===== config.mk =====
export PLATFORM = sky130hd
export DESIGN_NAME = captura_operandos
export DESIGN_NICKNAME = d
export VERILOG_FILES = /design/src/rtl/captura_operandos.sv
export SDC_FILE = /design/constraint.sdc
export NUM_CORES = 1
export LEC_CHECK = 0
export CORE_ASPECT_RATIO = 0.5
export CORE_MARGIN = 4
export CORE_UTILIZATION = 52
export CTS_CLUSTER_SIZE = 25
export DETAILED_ROUTE_END_ITERATION = 10
export HOLD_SLACK_MARGIN = 0.05
export PLACE_DENSITY = 0.81
export SYNTH_ARGS = -nofsm -noshare
export SYNTH_HDL_FRONTEND = slang
export SYNTH_SLANG_ARGS = --single-unit
export TNS_END_PERCENT = 5

===== constraint.sdc =====
create_clock -name clk -period 2.1 [get_ports clk]
set_clock_uncertainty 0.15 [all_clocks]
set_input_delay 0.42 -clock clk [delete_from_list [all_inputs] [get_ports clk]]
set_output_delay 0.42 -clock clk [all_outputs]
set_load 0.05 [all_outputs]

===== src/rtl/captura_operandos.sv =====
// captura_operandos: loads operand A then operand B from a shared switch bus on debounced button presses.
// Latency: capture occurs SYNC_STAGES+DEB_CYCLES+1 clocks after the raw button settles high.
// Backpressure: none; a synchronized clear wins over a press and holds the loader idle while high.
module captura_operandos #(
    parameter int WIDTH       = 8,
    parameter int DEB_CYCLES  = 250000,
    parameter int SYNC_STAGES = 2
) (
    input  logic             clk,
    input  logic             rst_n,
    input  logic [WIDTH-1:0] sw,
    input  logic             btn,
    input  logic             clr,
    output logic [WIDTH-1:0] a,
    output logic [WIDTH-1:0] b,
    output logic             ops_valid,
    output logic             new_pair,
    output logic [1:0]       state
);

    // DEB_CYCLES >= 2, so the counter only needs to reach DEB_CYCLES-1.
    localparam int            CW      = $clog2(DEB_CYCLES);
    localparam logic [CW-1:0] CNT_MAX = CW'(DEB_CYCLES - 1);

    typedef enum logic [1:0] {
        WAIT_A = 2'b00,
        WAIT_B = 2'b01,
        READY  = 2'b10,
        BAD    = 2'b11
    } state_t;

    logic [SYNC_STAGES-1:0] btn_sync;
    logic [SYNC_STAGES-1:0] clr_sync;
    logic                   btn_s;
    logic                   clr_s;
    logic [CW-1:0]          cnt;
    logic                   deb;
    logic                   deb_d;
    logic                   press;
    state_t                 st;

    assign btn_s = btn_sync[SYNC_STAGES-1];
    assign clr_s = clr_sync[SYNC_STAGES-1];

    // A press is the single cycle where the debounced level has just gone high.
    assign press = deb & ~deb_d;

    assign state = st;

    // Bring the raw asynchronous buttons into the clock domain.
    always_ff @(posedge clk or negedge rst_n) begin
        if (!rst_n) begin
            btn_sync <= '0;
            clr_sync <= '0;
        end else begin
            btn_sync <= {btn_sync[SYNC_STAGES-2:0], btn};
            clr_sync <= {clr_sync[SYNC_STAGES-2:0], clr};
        end
    end

    // Accept a new button level only after it has differed from the current one for DEB_CYCLES edges.
    always_ff @(posedge clk or negedge rst_n) begin
        if (!rst_n) begin
            cnt   <= '0;
            deb   <= 1'b0;
            deb_d <= 1'b0;
        end else begin
            deb_d <= deb;
            if (btn_s == deb) begin
                cnt <= '0;
            end else if (cnt == CNT_MAX) begin
                deb <= btn_s;
                cnt <= '0;
            end else begin
                cnt <= cnt + 1'b1;
            end
        end
    end

    // Operand capture sequencer; clear overrides any press in the same cycle.
    always_ff @(posedge clk or negedge rst_n) begin
        if (!rst_n) begin
            st        <= WAIT_A;
            a         <= '0;
            b         <= '0;
            ops_valid <= 1'b0;
            new_pair  <= 1'b0;
        end else begin
            new_pair <= 1'b0;
            if (clr_s) begin
                st        <= WAIT_A;
                a         <= '0;
                b         <= '0;
                ops_valid <= 1'b0;
            end else begin
                case (st)
                    WAIT_A: begin
                        if (press) begin
                            a  <= sw;
                            st <= WAIT_B;
                        end
                    end
                    WAIT_B: begin
                        if (press) begin
                            b         <= sw;
                            ops_valid <= 1'b1;
                            new_pair  <= 1'b1;
                            st        <= READY;
                        end
                    end
                    READY: begin
                        // Start a new pair: B keeps its old value until it is recaptured.
                        if (press) begin
                            a         <= sw;
                            ops_valid <= 1'b0;
                            st        <= WAIT_B;
                        end
                    end
                    default: begin
                        st        <= WAIT_A;
                        a         <= '0;
                        b         <= '0;
                        ops_valid <= 1'b0;
                    end
                endcase
            end
        end
    end

endmodule


Yosys cells after proc, flatten, opt, wreduce, memory -nomap -nowiden
Cells that the tools add are included.

Register bits after elaboration: 44. Input port bits: 12. Word-level logic and storage cells: 49.

$add $sub $neg: 1. Equal/unequal tests: 10. Muxes and demuxes: 18. Bitwise logic cells: 3. Reduce and logical (&&, ||, !) cells: 7.

Operators by type and width (count): $mux 18 (2); $pmux 8 s2 (2); $mux 8 (3); $add 18x1->18 const B (1); $eq 18x18->1 const B (1); $reduce_and 2->1 (4); $mux 1 (6); $mux 2 (3); $ne 3x3->1 const B (2); $ne 2x2->1 const B (2); $pmux 2 s2 (1); $ne 3x1->1 const B (1); $pmux 1 s3 (1); $reduce_and 3->1 (1); $eq 2x1->1 const B (1); $eq 2x2->1 const B (1); $logic_not 2->1 (1); $ne 2x1->1 const B (1); $not 1->1 (2); $reduce_or 2->1 (1); $and 1x1->1 (1); $eq 1x1->1 (1).

Depth between registers and ports, before layout
Depth in word-level cells: 5. Mapped depth: 6. Gate-level depth less buffers: 5.

Least setup slack after synthesis
Ideal clock, no wire load.

Kind: register to register. Start: reg cnt[10]. End: reg cnt[16]. Arrival: 1.564 ns. Path slack: 0.268 ns. Cell stages (with the launch flop): 6. Path buffers: 1. Clock period less this slack: 1.832 ns. Cell sequence: dfrtp_1 > nor4_1 > nand2_1 > o41ai_4 > buf_6 > nor2_1.

Longest elaborated chain between the ends: 3.

RTL lines: start: declaration (RTL line 36) `logic [CW-1:0] cnt;`; start signal: assignment (RTL line 75) `cnt <= cnt + 1'b1;`; $add 18x1->18 or $eq 18x18->1 (tied branches) (RTL line 75, 71); $mux 18 (*) (RTL line 71) `end else if (cnt == CNT_MAX) begin`; $mux 18 (*) (RTL line 69) `if (btn_s == deb) begin`.

Mark *: on every way between the ends. The rest lies on a longest branch, timed or not. A chain may end at the register's enable or synchronous reset.

Worst setup path after layout
Start: reg a[1]. End: out a[1].

RTL lines: start: declaration (RTL line 14) `output logic [WIDTH-1:0] a,`; start signal: assignment (RTL line 99) `a <= sw;`; start signal: assignment (RTL line 114) `a <= sw;`.

No word-level cell between the ends.

==> impl_metrics.json <==
{
  "min_period_ns": 2.05,
  "gr-total-overflow": 0,
  "clock_sinks": 44,
  "hp-class": "reg2reg",
  "maxCapViolCount": 0,
  "drc": 0,
  "leakage_nw": 1.21,
  "synth_ff_type": "dfrtp_1",
  "grt_pass1_vias": 1520,
  "cts_tree": "built",
  "postCtsSetupBuffers": 0,
  "cts_buffers": 5,
  "finalHoldViolCount": 0,
  "syn_area_um2": 1970,
  "final_max_slew_viol_count": 0,
  "num-nets-final": 229,
  "crit_type": "reg2out",
  "synth_edf_count": 0,
  "syn_inst": 174,
  "clockRootBuffer": "clkbuf_8",
  "worst_slew_pin_slew_ns": 0.636,
  "die_x_um": 95.1,
  "io_pins": 32,
  "htree_levels": 2,
  "gp_congestion": 0.907,
  "max_freq_ghz": 0.488,
  "ys_ff_latch": 44,
  "wirelength_um": 4360,
  "arrival_ns": 1.48,
  "layout-drive-gt1-share_pct": 14.4,
  "setup_viol": 0,
  "viasPerCell": 5.72,
  "placed_area_um2": 2380,
  "max-vdd-ir-drop_v": 0.000367,
  "clk_pin_slew_ns": 0.08,
  "crit_chain": "clkdlybuf4s50_1",
  "syn_area_per_cell_um2": 11.3,
  "synth_cell_type_count": 35,
  "post_drt_wl_per_cell_um": 16.3,
  "place_hpwl_um": 3000,
  "crit_buf_inv": 1,
  "cp.required_ns": 1.53,
  "fp.coreArea_um2": 3550,
  "dieArea_um2": 4910,
  "clock_latency_ns": 0.30,
  "grt_first_pass_wirelength_um": 7530,
  "n_antenna_cell": 0,
  "rsz0062_at_grt": "false",
  "cp-start-kind": "flip-flop",
  "rows": 15,
  "fp.dieH_um": 51.6,
  "cp_slowest_cell": "clkdlybuf4s50_1",
  "track_usage_pct": 20.4,
  "drtPass1Iterations": 4,
  "power.density_nw_per_um2": 672,
  "antenna_found_initial": 0,
  "status": "completed",
  "num_vias": 1527,
  "cts_buffer_depth": 2,
  "maxSlewHeadroom_pct": 57.6,
  "final_area_um2": 2520,
  "crit_fanout": 3,
  "slowest_delay_ns": 0.81,
  "synth_nets": 187,
  "place.port_buffers": 31,
  "dr.first_iter.drc_count": 65,
  "fin_tns_setup_ns": 0,
  "yosysSeqAreaShare_pct": 55.8,
  "initial_core_util_pct": 55.7,
  "ys.warnings.count": 0,
  "finalCritPeriodShare_pct": 97.5,
  "critPathTopFamily": "buffers and inverters",
  "syn_to_final_growth_pct": 27.8,
  "grt_max_degree": 18,
  "async_flop_share_pct": 100,
  "end_kind": "primary output",
  "ant_nets": 0
}
## layout make-up
type / count / area [µm²]
sequential: 44 / 1100
fill: 241 / 1020
multi-input combinational: 123 / 837
timing repair buffer: 41 / 388
clock buffer: 5 / 68.8
tap: 51 / 63.8
clock inverter: 2 / 60.1
inverter: 1 / 3.75
## path summary, 6_finish.rpt
check / start / to / slack (ns) / cells after the start
worst max-delay path: a[1]$_DFFE_PN0P_ / a[1] / 0.05 / 1
worst min-delay path: btn_sync[0]$_DFF_PN0_ / btn_sync[1]$_DFF_PN0_ / 0.21 / 0
worst max register to register: cnt[7]$_DFF_PN0_ / cnt[17]$_DFF_PN0_ / 0.19 / 4
worst min register to register: btn_sync[0]$_DFF_PN0_ / btn_sync[1]$_DFF_PN0_ / 0.21 / 0
max in group asynchronous: rst_n / clr_sync[1]$_DFF_PN0_ / 0.83 / 3
min in group asynchronous: rst_n / cnt[6]$_DFF_PN0_ / 0.41 / 2
## sequential cells by signal, indices dropped and copies added, names as in the netlist
register / flops
a: 8
deb: 1
state: 2
ops_valid: 1
new_pair: 1
deb_d: 1
b: 8
btn_sync: 2
cnt: 18
clr_sync: 2
## power breakdown
group	internal [mW]	switching (mW)	leakage, nW
sequential	0.855	0.0111	0.603
clock	0.468	0.290	0.0642
combinational	0.0329	0.0369	0.546
total	1.36	0.338	1.21
## stage by stage
step	hold WS, ns	utilization (%)	power (mW)	setup WS (ns)	cells
global route	0.207	71.1	1.76	0.000145	267
detailed placement	0.190	67.0	0.951	0.220	259
floorplan	-0.0256	-	0.899	0.268	174
finish	0.211	71.1	1.69	0.0521	267
global placement	0.182	67.0	0.949	0.315	259
CTS	0.207	70.9	1.71	0.0148	267
## kinds of logic (layout without fill, tap and decap cells)
| kind of cell | Yosys count | in the layout | share of synthesized area (%) |
|---|---|---|---|
| simple gates | 71 | 71 | 19.3 |
| flops | 44 | 44 | 55.8 |
| compound gates | 28 | 28 | 11.7 |
| xor+xnor | 14 | 14 | 6.21 |
| mux | 9 | 9 | 4.63 |
| buf+inv | 7 | 49 | 1.84 |
| fa+ha+maj | 1 | 1 | 0.634 |
## per-layer routing
layer | routed length, µm | GRT usage [%] | vias up | share of wire, %
met1 | 1910 | 27.2 | 745 | 44
li1 | - | - | 716 | -
met5 | 0 | 0 | - | 0
met3 | 263 | 4.62 | 9 | 6.0
met4 | 89 | 9.09 | 0 | 2.0
met2 | 2100 | 32.3 | 57 | 48
## cell usage after synthesis (2+ instances only)
| library cell | count | share of area (%) |
|---|---|---|
| buf_2 | 2 | 0.51 |
| a22o_1 | 8 | 3.5 |
| or4_1 | 3 | 1.1 |
| nor3_1 | 2 | 0.51 |
| dfrtp_1 | 44 | 56 |
| nor2_1 | 28 | 5.3 |
| o21ai_0 | 2 | 0.51 |
| nand3_1 | 7 | 1.8 |
| nand3b_1 | 3 | 1.1 |
| mux2i_1 | 8 | 4.1 |
| nor2b_1 | 3 | 0.95 |
| nand2_1 | 6 | 1.1 |
| xnor2_1 | 7 | 3.1 |
| nand4_1 | 6 | 1.9 |
| nor4_1 | 5 | 1.6 |
| clkbuf_1 | 2 | 0.38 |
| a2bb2oi_1 | 8 | 3.5 |
| xor2_1 | 7 | 3.1 |
| a21oi_1 | 6 | 1.5 |
| o31ai_1 | 2 | 0.76 |
## placed cells by master, fill, tap and decap left out, types with 2 or more instances in the layout
cell and instances:
xor2_1 7, nand2_1 6, nor4_1 5, a21oi_1 6, buf_4 14, o31ai_1 2
bufinv_16 2, nand3_1 7, o21ai_0 2, nor2b_1 3, a2bb2oi_1 8, clkdlybuf4s50_1 21
nand4_1 6, dfrtp_1 44, mux2i_1 8, dlymetal6s2s_1 3, or4_1 3, clkbuf_8 5
nor3_1 2, xnor2_1 7, nand3b_1 3, nor2_1 28, a22o_1 8
## what timing repair did
action / CTS / global route
gates resized for setup: 0 / 3
endpoints found under the hold margin: 13 / 0
endpoints found under the setup margin: 0 / 3
hold buffers: 1 / 0
Power figures use the tool's default switching activity.
